<file path="src/rtl/bus_pkg.sv">
// Shared op codes, T-state encodings and op decoding for the Z80-style bus initiator.
package bus_pkg;

   typedef logic [2:0] op_t;

   localparam op_t OP_FETCH = 3'd0;
   localparam op_t OP_MEMRD = 3'd1;
   localparam op_t OP_MEMWR = 3'd2;
   localparam op_t OP_IORD  = 3'd3;
   localparam op_t OP_IOWR  = 3'd4;

   localparam logic [2:0] ST_IDLE = 3'd0;
   localparam logic [2:0] ST_T1   = 3'd1;
   localparam logic [2:0] ST_T2   = 3'd2;
   localparam logic [2:0] ST_TW   = 3'd3;
   localparam logic [2:0] ST_T3   = 3'd4;
   localparam logic [2:0] ST_T4   = 3'd5;

   localparam int         WCNT_W        = 4;
   localparam logic [3:0] IO_AUTO_WAITS = 4'd1;

   typedef struct packed {
      logic fetch;
      logic io;
      logic write;
   } op_attr_t;

   function automatic logic op_valid(input op_t op);
      return op <= OP_IOWR;
   endfunction

   function automatic op_attr_t decode_op(input op_t op);
      op_attr_t attr;
      attr.fetch = (op == OP_FETCH);
      attr.io    = (op == OP_IORD) || (op == OP_IOWR);
      attr.write = (op == OP_MEMWR) || (op == OP_IOWR);
      return attr;
   endfunction

endpackage

</file>
<file path="src/rtl/bus_initiator.sv">
// Z80-style bus cycle sequencer: fetch, memory and io cycles with wait-state insertion,
// advancing one T-state per ce.
module bus_initiator
   import bus_pkg::*;
(
   input  logic        clock,
   input  logic        reset,
   input  logic        ce,
   input  logic        req,
   input  logic [2:0]  op,
   input  logic [15:0] addr,
   input  logic [7:0]  wdata,
   output logic        busy,
   output logic        done,
   output logic [7:0]  rdata,
   output logic        mreq,
   output logic        iorq,
   output logic        m1,
   output logic        rd,
   output logic        wr,
   output logic [15:0] a,
   output logic [7:0]  dout,
   output logic        doe,
   input  logic [7:0]  din,
   input  logic        waitn
);

   logic [2:0]        state_q, state_d;
   op_attr_t          attr_q, attr_d;
   logic [15:0]       addr_q, addr_d;
   logic [7:0]        wdata_q, wdata_d;
   logic [7:0]        rdata_q, rdata_d;
   logic              done_q, done_d;
   logic [WCNT_W-1:0] wait_cnt_q, wait_cnt_d;

   op_attr_t          req_attr;
   logic [WCNT_W-1:0] min_waits;
   logic              in_t1_t3;
   logic              in_t2_t3;

   assign req_attr  = decode_op(op);
   assign min_waits = attr_q.io ? IO_AUTO_WAITS : '0;

   always_comb begin
      state_d    = state_q;
      attr_d     = attr_q;
      addr_d     = addr_q;
      wdata_d    = wdata_q;
      rdata_d    = rdata_q;
      wait_cnt_d = wait_cnt_q;
      done_d     = 1'b0;
      if (ce) begin
         case (state_q)
            ST_IDLE: begin
               if (req && op_valid(op)) begin
                  attr_d     = req_attr;
                  addr_d     = addr;
                  wdata_d    = wdata;
                  wait_cnt_d = '0;
                  state_d    = ST_T1;
               end
            end
            ST_T1: state_d = ST_T2;
            // io cycles owe their automatic wait first; after that waitn decides
            ST_T2, ST_TW: begin
               if ((wait_cnt_q < min_waits) || !waitn) begin
                  state_d = ST_TW;
                  if (wait_cnt_q != '1) begin
                     wait_cnt_d = wait_cnt_q + 1'b1;
                  end
               end else begin
                  state_d = ST_T3;
               end
            end
            ST_T3: begin
               if (!attr_q.write) begin
                  rdata_d = din;
               end
               if (attr_q.fetch) begin
                  state_d = ST_T4;
               end else begin
                  state_d = ST_IDLE;
                  done_d  = 1'b1;
               end
            end
            ST_T4: begin
               state_d = ST_IDLE;
               done_d  = 1'b1;
            end
            default: state_d = ST_IDLE;
         endcase
      end
   end

   always_ff @(posedge clock or negedge reset) begin
      if (!reset) begin
         state_q    <= ST_IDLE;
         attr_q     <= '0;
         addr_q     <= '0;
         wdata_q    <= '0;
         rdata_q    <= '0;
         done_q     <= 1'b0;
         wait_cnt_q <= '0;
      end else begin
         state_q    <= state_d;
         attr_q     <= attr_d;
         addr_q     <= addr_d;
         wdata_q    <= wdata_d;
         rdata_q    <= rdata_d;
         done_q     <= done_d;
         wait_cnt_q <= wait_cnt_d;
      end
   end

   // Strobes decode straight from registered state, so they only move on ce edges
   assign in_t1_t3 = (state_q == ST_T1) || (state_q == ST_T2) ||
                     (state_q == ST_TW) || (state_q == ST_T3);
   assign in_t2_t3 = (state_q == ST_T2) || (state_q == ST_TW) || (state_q == ST_T3);

   assign busy  = (state_q != ST_IDLE);
   assign done  = done_q;
   assign rdata = rdata_q;
   assign a     = busy ? addr_q : 16'h0000;
   assign m1    = !(attr_q.fetch && in_t1_t3);
   assign mreq  = !(!attr_q.io && in_t2_t3);
   assign iorq  = !(attr_q.io && in_t2_t3);
   assign rd    = !(!attr_q.write && in_t2_t3);
   assign wr    = !(attr_q.write && in_t2_t3);
   assign doe   = attr_q.write && in_t1_t3;
   assign dout  = doe ? wdata_q : 8'h00;

endmodule

</file>
<file path="config.mk">
export PLATFORM = sky130hd
export DESIGN_NAME = bus_initiator
export DESIGN_NICKNAME = d
export VERILOG_FILES = /design/src/rtl/bus_pkg.sv /design/src/rtl/bus_initiator.sv
export SDC_FILE = /design/constraint.sdc
export NUM_CORES = 1
export LEC_CHECK = 0
export CAP_MARGIN = 40
export CORE_ASPECT_RATIO = 0.9
export CORE_UTILIZATION = 47
export CTS_CLUSTER_SIZE = 40
export DETAILED_ROUTE_END_ITERATION = 16
export PLACE_DENSITY = 0.85
export SLEW_MARGIN = 40
export SYNTH_ARGS = -nofsm -noshare
export SYNTH_HDL_FRONTEND = slang
export SYNTH_SLANG_ARGS = --single-unit
</file>
<file path="constraint.sdc">
create_clock -name clock -period 4.1 [get_ports clock]
set_clock_uncertainty 0.15 [all_clocks]
set_input_delay 0.82 -clock clock [delete_from_list [all_inputs] [get_ports clock]]
set_output_delay 0.82 -clock clock [all_outputs]
set_load 0.01 [all_outputs]
</file>
==> metrics.md, run 1 <==
| Metric | Value |
|---|---|
| Overflow after GRT | `0` |
| R2r setup slk | `1620 ps` |
| Crit-path max FO | `10` |
| Buffers on Ports | `79` |
| Logic pwr share | `0.490` |
| First DRT Iteration DRCs | `82` |
| Remaining DRCs | `0` |
| Final instance area | `2975 sq um` |
| Core area | `4184 sq um` |
| Slew Limit Fails | `0` |
| Seq cells post-synth | `43` |
| Final Setup Violations | `0` |
| Prevailing post-synth register cell | `dfrtp_1` |
| Hold/Removal Path Class | `reg2reg` |
| Die area | `4766 sq um` |
| Max Cap Violations | `0` |
| Detailed Route WL | `4459 microns` |
| Pre-antenna DRT Iters | `4` |
| Starting Density | `0.5048` |
| Vias in the first global route | `1,674` |
| Post-route ant nets | `0` |
| First-pass GRT wire length | `7507 microns` |
| Met2 usage | `0.3481` |
| Clock root buffer | `clkbuf_8` |
| GR peak layer | `met2` |
| Layout Nets | `340` |
| DP Area | `2894 sq um` |
| Hold_ws | `318.7 ps` |
| DIE HEIGHT | `65.60 microns` |
| Post-Syn Area per Cell | `9.471 sq um` |
| CP max-delay cell | `dfrtp_1` |
| Clk pwr share | `0.125` |
| CTS Buffer Depth | `2` |
| FILL cells | `346` |
| Library cells used by synthesis | `38` |
| Arr. time, crit path | `2260 ps` |
| Top Ports | `80` |
| H-tree lvl count | `2` |
| Reg2reg end | `wait_cnt_q[2]` |
| Period Utilization, post-route | `0.7867` |
| Row Count | `22` |
| Fin. Hold Viols | `0` |
| Seq pwr share | `0.385` |
| Total track usage | `0.2103` |
| Hold worst-path end | `addr_q[6]` |
| Ant. Diodes | `0` |
| Status | `finished, final reports clean` |
| VDD IR-drop max | `0.3475 mV` |
| Clk sinks | `43` |
| Critical-path cell list | `nor2_1 > xnor2_1 > and3_1 > clkdlybuf4s50_1` |
| Grt met1 use | `0.2723` |
| M3 GR Usage | `0.03681` |
| DR WL/cell | `12.39 microns` |
| Syn. warnings | `0` |
| CTS tree | `yes` |
| Data required time at the worst endpoint | `3130 ps` |
| Setup crit end kind | `primary output` |
| Via count | `1,773` |
| Post-CTS sizing | `0` |
| Fraction of layout cells with a size suffix above 1 | `0.08333` |
| Sw Ratio | `0.3559` |
| Setup tns final | `0 ps` |
| Vias per std cell | `4.925` |
| Largest net degree at the start of global routing | `44` |
| Seq/Total Area, Yosys | `0.5095` |
| Area Growth Syn to Fin | `40.88%` |
| CP max stage delay | `560 ps` |
| Post-Syn Area | `2112 sq um` |
| CTS Buf Count | `5` |
| Worst skew pair latency | `290 ps` |
| Die W | `72.66 microns` |
| Crit Path Category | `reg2out` |
| Actual transition at the worst max-transition pin | `660.8 ps` |
| Unrepaired setup endpoints after global routing | `no` |
| HPWL after DPL | `3216 microns` |
| Hold Crit Start | `addr_q[6]` |
| Switching power | `710.3 uW` |
| Postcts setup bufs | `0` |
| Hold depth | `2` |
| Internal Power | `1.285 mW` |
| FFs w/ async S/R, synth | `1.000` |
| Worst rel slew slack | `0.5555` |
| Reg clk slew, reported paths | `70 ps` |
| Initial antenna violation count | `0` |
| PD cells | `670.6 nW/um^2` |
| Worst r2r src | `state_q[2]` |
| Synthesized instance count | `223` |
| EDFF count, synth | `0` |
| FMAX | `310.0 MHz` |
| Worst Reg-to-Reg Cells | `5` |
| Total power | `1.995 mW` |
| Post-CTS Hold Buffers | `0` |
| Leak | `1.381 nW` |
| Worst setup SP type | `flip-flop` |
| Placer Congestion | `0.8269` |
| Minimum clock period after layout | `3225 ps` |
| Syn Nets | `264` |
==> flip-flops by register name (all words and copies together) (netlist names) <==
signal,flops
addr_q,16
done,1
wait_cnt_q,4
state_q,3
rdata,8
wdata_q,8
attr_q,3
==> synthesized netlist by cell type (all sizes together) (2+ instances only) <==
library cell  count  area, sq um
and3              9        56.30
and2             17        106.4
a21o              2        15.01
a21oi             6        30.03
nor3              2        10.01
nand2            84        315.3
buf               8        83.83
nor2b             2        12.51
clkbuf            2        7.510
inv               3        11.26
nor2              8        48.80
nand2b            2        12.51
mux2              8        90.09
o21ai             4        20.02
dfrtp            43         1076
o31ai             2        20.02
xnor2             2        17.52
or3               3        23.77
nand3             2        10.01
==> kinds of logic after synthesis <==
kind of cell	count (synthesis)	share of synthesized area
XOR/XNOR	2	0.008295
flip-flops	43	0.5095
AO/OA/AOI/OAI	22	0.07998
buffers and inverters	13	0.04858
AND/OR/NAND/NOR	133	0.3004
multiplexers	9	0.04740
adder cells (fa/ha/maj)	1	0.005923
==> power groups by stage <==
stage	Combinational (mW)	Sequential [mW]	Clock, mW
global placement	0.963	0.761	0
detailed placement	0.983	0.779	0
floorplan	0.557	0.735	0
finish	0.977	0.769	0.249
CTS	0.991	0.769	0.260
global route	1.08	0.800	0.286
==> per-stage QoR <==
| step | setup WS [ps] | util | cells |
|---|---|---|---|
| floorplan | 1745 | - | 223 |
| global placement | 1026 | 0.6887 | 352 |
| detailed placement | 1037 | 0.6917 | 352 |
| CTS | 861.9 | 0.7111 | 360 |
| global route | 667.1 | 0.7111 | 360 |
| finish | 874.6 | 0.7111 | 360 |
==> critical path: cells and delay by family, from the launching register on <==
kind                   cells  cell delay (ps)
XOR/XNOR                   1              500
buffers and inverters      1              530
flip-flops                 1              560
AND/OR/NAND/NOR            2              370
==> per-layer routing <==
layer	routed length, microns	part of all wire	up-vias
met1	2043	0.46	834
met2	2145	0.48	55
met5	0	0	-
met4	59	0.013	0
met3	210	0.047	5
li1	-	-	879
==> layout by cell type, fill, tap and decap left out, drive strengths merged, types with 2 or more instances in the layout <==
master         count
and3               9
clkbuf             7
dfrtp             43
o31ai              2
clkdlybuf4s50     78
nand3              2
a21o               2
or3                3
nor2b              2
inv                3
nor3               2
a21oi              6
nand2             84
nand2b             2
mux2               8
o21ai              4
and2              17
nor2               8
xnor2              2
==> cell type report <==
cell class | instances | area, sq um | share of cell area
clock buffers | 7 | 76.32 | 0.02565
repair buffers | 79 | 788.3 | 0.2649
well taps | 60 | 75.07 | 0.02523
multi-input cells | 167 | 943.4 | 0.3171
clock inverters | 1 | 5.005 | 0.001682
inverters | 3 | 11.26 | 0.003785
flip-flops and latches | 43 | 1076 | 0.3616
==> worst max-delay path by stage <==
stage | from | endpoint | slack, ps | depth (start not counted)
floorplan | state_q[2] | a[10] | 1750 | 5
global placement | op[1] | wait_cnt_q[2] | 1030 | 6
detailed placement | op[1] | wait_cnt_q[2] | 1040 | 6
CTS | state_q[1] | dout[6] | 860 | 4
global route | state_q[1] | dout[5] | 670 | 4
finish | state_q[1] | dout[6] | 870 | 4
Power figures use the tool's default switching activity.
==> inputs of run 2 (changes only) <==
--- a/config.mk
+++ b/config.mk
@@ -7,10 +7,10 @@
 export LEC_CHECK = 0
 export CAP_MARGIN = 40
 export CORE_ASPECT_RATIO = 0.9
-export CORE_UTILIZATION = 47
+export CORE_UTILIZATION = 44
 export CTS_CLUSTER_SIZE = 40
 export DETAILED_ROUTE_END_ITERATION = 16
-export PLACE_DENSITY = 0.85
+export PLACE_DENSITY = 0.8
 export SLEW_MARGIN = 40
 export SYNTH_ARGS = -nofsm -noshare
 export SYNTH_HDL_FRONTEND = slang
==> constraint.sdc (replaced) <==
create_clock -name clock -period 3.1 [get_ports clock]
set_clock_uncertainty 0.15 [all_clocks]
set_input_delay 0.62 -clock clock [delete_from_list [all_inputs] [get_ports clock]]
set_output_delay 0.62 -clock clock [all_outputs]
set_load 0.01 [all_outputs]
==> run 2 against run 1 <==
Register-to-register slack got worse by 780 ps. Worst setup slack got worse by 570 ps. Final cell count rose by 1.1%. Critical path depth fell by 1. First-iteration DRC count rose by 35%. Routed wire length rose by 5.1%.
==> metrics.md, run 2 (same netlist as run 1, synthesis figures left out) <==
| Metric | Value |
|---|---|
| Fin. Hold Viols | `0 (unchanged)` |
| CTS tree | `yes` |
| Core area | `4518 sq um (+8.0%)` |
| Period Utilization, post-route | `0.9005` |
| Largest Register | `addr_q` |
| Finished Layout Cells | `364 (+1.1%)` |
| First DRT Iteration DRCs | `111 (+35%)` |
| Max reg flops | `16 (unchanged)` |
| CP max-delay cell | `or3_4` |
| Reg clk slew, reported paths | `80 ps (about the same)` |
| Hold/Removal Path Class | `in2async` |
| Post-CTS Hold Buffers | `0 (unchanged)` |
| Actual transition at the worst max-transition pin | `717.2 ps (+56.41 ps)` |
| Area Growth Syn to Fin | `42.59%` |
| Clk sinks | `43 (unchanged)` |
| Status | `finished, final reports clean` |
| Layout Nets | `343 (+0.88%)` |
| Setup tns final | `0 ps (unchanged)` |
| Clock root buffer | `clkbuf_8` |
| Worst setup SP type | `flip-flop` |
| Top Ports | `80 (unchanged)` |
| Worst rel slew slack | `0.5176 (-0.03795)` |
| Final Setup Violations | `0 (unchanged)` |
| Largest net degree at the start of global routing | `44 (unchanged)` |
| Most common cell after layout, fill and taps aside | `nand2_1` |
| HPWL after DPL | `3359 microns (+4.4%)` |
| Minimum clock period after layout | `2792 ps` |
| First-pass GRT wire length | `7445 microns (-0.83%)` |
| Total power | `2.751 mW (+38%)` |
| Ant. Diodes | `0 (unchanged)` |
| Critical-path cell list | `or3_4 > and2_1 > clkdlybuf4s50_1` |
| Worst Reg-to-Reg Cells | `5 (unchanged)` |
| Remaining DRCs | `0 (unchanged)` |
| Overflow after GRT | `0 (unchanged)` |
| Setup crit end kind | `primary output` |
| Die area | `5081 sq um (+6.6%)` |
| Initial antenna violation count | `0 (unchanged)` |
| Fraction of layout cells with a size suffix above 1 | `0.08940 (+0.006071)` |
| Detailed Route WL | `4686 microns (+5.1%)` |
| Leak | `1.404 nW (+1.6%)` |
| Slew Limit Fails | `0 (unchanged)` |
| Pre-antenna DRT Iters | `4 (unchanged)` |
| Placer Congestion | `0.8358 (+1.1%)` |
| Unrepaired setup endpoints after global routing | `no` |
| CP max stage delay | `540 ps (-20 ps)` |
| VDD IR-drop max | `0.4727 mV (+36%)` |
| CTS Buffer Depth | `2 (unchanged)` |
| Die W | `75.03 microns (+3.3%)` |
| Total track usage | `0.1958 (-0.01450)` |
| Crit Path Category | `reg2out` |
| Max Cap Violations | `0 (unchanged)` |
| CTS Buf Count | `5 (unchanged)` |
| Post-CTS sizing | `0 (unchanged)` |
| Post-route ant nets | `0 (unchanged)` |
| H-tree lvl count | `2 (unchanged)` |
| DIE HEIGHT | `67.73 microns (+3.2%)` |
| Row Count | `23 (+4.5%)` |
| Buffers on Ports | `79 (unchanged)` |
| PD cells | `913.3 nW/um^2 (+36%)` |
| Starting Density | `0.4675 (-0.03732)` |
| Vias per std cell | `4.852 (-1.5%)` |
| Worst skew pair latency | `290 ps (about the same)` |
| FMAX | `358.2 MHz` |
| Commonest non-fill, non-tap cells in the layout | `nand2_1 (84), clkdlybuf4s50_1 (78), dfrtp_1 (43), and2_1 (17), and3_1 (9)` |
| Postcts setup bufs | `0 (unchanged)` |
| Dpl cells | `357 (+1.4%)` |
| Via count | `1,766 (-0.39%)` |
| DR WL/cell | `12.87 microns (+3.9%)` |
| Arr. time, crit path | `2020 ps (-240 ps)` |
| Crit-path max FO | `20 (+10)` |
| Vias in the first global route | `1,686 (+0.72%)` |
| Data required time at the worst endpoint | `2330 ps (-800 ps)` |
| FILL cells | `382 (+10%)` |
[run 2: area by class of cell]
class / instances / area, sq um / share of cell area
flip-flops and latches: 43 / 1076 / 0.3573
multi-input cells: 167 / 933.4 / 0.3099
repair buffers: 82 / 810.8 / 0.2692
well taps: 62 / 77.57 / 0.02576
clock buffers: 6 / 72.57 / 0.02410
clock inverters: 1 / 30.03 / 0.009971
inverters: 3 / 11.26 / 0.003739
[run 2: worst paths after layout]
check                      startpoint    endpoint  slack, ps
min                             reset  addr_q[12]        150
min in group clock          addr_q[5]   addr_q[5]        320
max reg2reg                state_q[2]   addr_q[7]        840
max                        state_q[2]        a[2]        310
min reg2reg                 addr_q[5]   addr_q[5]        320
max in group asynchronous       reset   addr_q[3]       2260
[run 2: critical path, delay by kind of cell (launching register included)]
family / cells / cell delay [ps]
buf+inv: 1 / 480
flops: 1 / 500
simple gates: 2 / 760
[run 2: through the flow]
step,area [sq um],hold WS [ps],setup WS [ps],util
floorplan,2112,174.4,945.2,-
global placement,2907,298.5,477.2,0.6433
detailed placement,2909,304.1,432.1,0.6439
CTS,3012,176.6,308.3,0.6666
global route,3012,194.9,167.0,0.6666
finish,3012,147.5,308.4,0.6666
[run 2: routing by layer]
metal,global-route usage,share of wire,up-vias
met5,0,0,-
met4,0.07075,0.012,0
met3,0.04478,0.050,4
met2,0.3311,0.49,57
met1,0.2448,0.45,822
li1,-,-,883
[run 2: where the power goes]
part           switching, mW  total, mW  internal, mW
Sequential             0.187       1.01         0.824
Combinational          0.592       1.33         0.734
Clock                  0.177      0.413         0.236
==> inputs of run 3 (changes only) <==
--- a/config.mk
+++ b/config.mk
@@ -6,11 +6,13 @@
 export NUM_CORES = 1
 export LEC_CHECK = 0
 export CAP_MARGIN = 40
+export CELL_PAD_IN_SITES_DETAIL_PLACEMENT = 0
+export CELL_PAD_IN_SITES_GLOBAL_PLACEMENT = 1
 export CORE_ASPECT_RATIO = 0.9
-export CORE_UTILIZATION = 44
+export CORE_UTILIZATION = 32
 export CTS_CLUSTER_SIZE = 40
 export DETAILED_ROUTE_END_ITERATION = 16
-export PLACE_DENSITY = 0.8
+export PLACE_DENSITY_LB_ADDON = 0.1
 export SLEW_MARGIN = 40
 export SYNTH_ARGS = -nofsm -noshare
 export SYNTH_HDL_FRONTEND = slang
==> run 3 against run 2 <==
Global-route usage down 3.8 points. Hold slack got worse by 17 ps. Combinational power about the same. Clock power fell by 11%. Power decreased by 1.8%. Flip-flop and latch count is the same. Sequential power is essentially flat. Final cell count up 7.1%. Critical path type unchanged.
==> metrics.md, run 3 (same netlist as run 1, synthesis figures left out) <==
| Metric | Value |
|---|---|
| Top Ports | `80 (unchanged)` |
| VDD IR-drop max | `0.3821 mV (-19%)` |
| Crit Path Category | `reg2out` |
| Minimum clock period after layout | `2855 ps (+63.72 ps)` |
| Total track usage | `0.1580 (-0.03777)` |
| Worst setup SP type | `flip-flop` |
| Hold_ws | `130.6 ps (-16.91 ps)` |
| Worst Reg-to-Reg Cells | `5 (unchanged)` |
| Met2 usage | `0.2555 (-0.07561)` |
| Actual transition at the worst max-transition pin | `692.4 ps (-24.79 ps)` |
| Setup tns final | `0 ps (unchanged)` |
| DR WL/cell | `13.12 microns (+1.9%)` |
| PD cells | `888.7 nW/um^2 (-2.7%)` |
| Worst rel slew slack | `0.5342 (+0.01668)` |
| Status | `finished, final reports clean` |
| Die W | `87.64 microns (+17%)` |
| Core area | `6250 sq um (+38%)` |
| Reg2reg end | `addr_q[12]` |
| Worst r2r src | `state_q[2]` |
| Multi-input logic area | `940.9 sq um (+0.80%)` |
| Unrepaired setup endpoints after global routing | `no` |
| Vias in the first global route | `1,806 (+7.1%)` |
| Clock root buffer | `clkbuf_8` |
| Largest Register | `addr_q` |
| Pre-antenna DRT Iters | `4 (unchanged)` |
| Fraction of layout cells with a size suffix above 1 | `0.09901 (+0.009606)` |
| Post-route ant nets | `0 (unchanged)` |
| FILL cells | `610 (+60%)` |
| CTS Buffer Depth | `2 (unchanged)` |
| CTS tree | `yes` |
| Row Count | `27 (+17%)` |
| Ant. Diodes | `0 (unchanged)` |
| Placer Congestion | `0.7186 (-14%)` |
| Most common cell after layout, fill and taps aside | `nand2_1` |
| Overflow after GRT | `0 (unchanged)` |
| Hold/Removal Path Class | `in2async` |
| Starting Density | `0.3379 (-0.1295)` |
| Clk sinks | `43 (unchanged)` |
| Remaining DRCs | `0 (unchanged)` |
| Final Setup Violations | `0 (unchanged)` |
| Finished Layout Cells | `390 (+7.1%)` |
| Buffers on Ports | `79 (unchanged)` |
| Area Growth Syn to Fin | `43.96%` |
| Largest net degree at the start of global routing | `25 (-43%)` |
| Pre-CTS setup slack | `326.6 ps (-105.5 ps)` |
| Crit-path max FO | `10 (-50%)` |
| First-pass GRT wire length | `8411 microns (+13%)` |
| Worst skew pair latency | `300 ps (about the same)` |
| Commonest non-fill, non-tap cells in the layout | `nand2_1 (84), clkdlybuf4s50_1 (78), dfrtp_1 (43), and2_1 (17), and3_1 (9)` |
| GR peak layer | `met2` |
| CP max stage delay | `530 ps (about the same)` |
| Max Cap Violations | `0 (unchanged)` |
| Total power | `2.702 mW (-1.8%)` |
| Core Util, Final | `0.4865 (-0.1801)` |
| Grt met1 use | `0.2015 (-0.04333)` |
| R2r setup slk | `680 ps (-160 ps)` |
| DP Area | `2945 sq um (+1.2%)` |
| Via count | `1,773 (+0.40%)` |
| Max reg flops | `16 (unchanged)` |
| Arr. time, crit path | `2090 ps (+70 ps)` |
| Vias per std cell | `4.546 (-6.3%)` |
| Layout Nets | `344 (+0.29%)` |
| CP max-delay cell | `dfrtp_1` |
| HPWL after DPL | `3576 microns (+6.4%)` |
| Setup ws final | `244.7 ps (-63.72 ps)` |
| FMAX | `350.2 MHz (-2.2%)` |
| Dpl cells | `383 (+7.3%)` |
| Final instance area | `3040 sq um (+0.96%)` |
| M3 GR Usage | `0.04366 (-0.001117)` |
| Die area | `6929 sq um (+36%)` |
| Initial antenna violation count | `0 (unchanged)` |
| Reg clk slew, reported paths | `80 ps (about the same)` |
| Fin. Hold Viols | `0 (unchanged)` |
| CTS Buf Count | `5 (unchanged)` |
| Leak | `1.408 nW (+0.33%)` |
| Period Utilization, post-route | `0.9211 (+0.02055)` |
| Data required time at the worst endpoint | `2330 ps (about the same)` |
| H-tree lvl count | `2 (unchanged)` |
| Setup crit end kind | `primary output` |
| First DRT Iteration DRCs | `61 (-45%)` |
| Slew Limit Fails | `0 (unchanged)` |
| Sequential cell area | `1076 sq um (unchanged)` |
| DIE HEIGHT | `79.07 microns (+17%)` |
| Detailed Route WL | `5115 microns (+9.2%)` |
| Critical-path cell list | `nor2_1 > xnor2_2 > and3_1 > clkdlybuf4s50_1` |
[run 3: changes by cell type in the layout (fill, tap and decap cells not counted), sizes merged]
cell	previous run	this run
clkinv	0	1
bufinv	1	0
buf	4	5
[run 3: per-layer routing]
metal	up-vias	wire [microns]
li1	885	-
met3	7	269
met2	52	2369
met1	829	2414
met4	0	61
met5	-	0
[run 3: cell type report]
cell class                 count  area share
sequential                    43      0.3539
multi-input combinational    167      0.3095
timing repair buffer          83      0.2683
tap                           87     0.03580
clock buffer                   6     0.02716
inverter                       3    0.003704
clock inverter                 1    0.001646
[run 3: worst max path at each step]
stage | startpoint | end | cells after the start
floorplan | state_q[2] | a[10] | 5
global placement | op[1] | addr_q[0] | 6
detailed placement | op[1] | addr_q[12] | 6
CTS | state_q[1] | dout[1] | 4
global route | state_q[1] | dout[6] | 4
finish | state_q[1] | dout[1] | 4
[run 3: repair_timing]
| item | in CTS | in global routing |
|---|---|---|
| endpoints found under the setup margin | 0 | 9 |
| buffers inserted | 0 | 0 |
| resized for setup | 0 | 1 |
| hold buffers | 0 | 0 |
[run 3: power breakdown]
| group | internal, mW | total [mW] | switching, mW |
|---|---|---|---|
| logic | 0.729 | 1.32 | 0.588 |
| registers | 0.824 | 1.02 | 0.193 |
| clock network | 0.175 | 0.367 | 0.192 |
[run 3: worst max-delay path: cells and delay by family (launching register included)]
kind                      cells  cell delay, ps
xor gates and xnor gates      1             350
buffers and inverters         1             530
DFF                           1             530
and+or+nand+nor               2             370
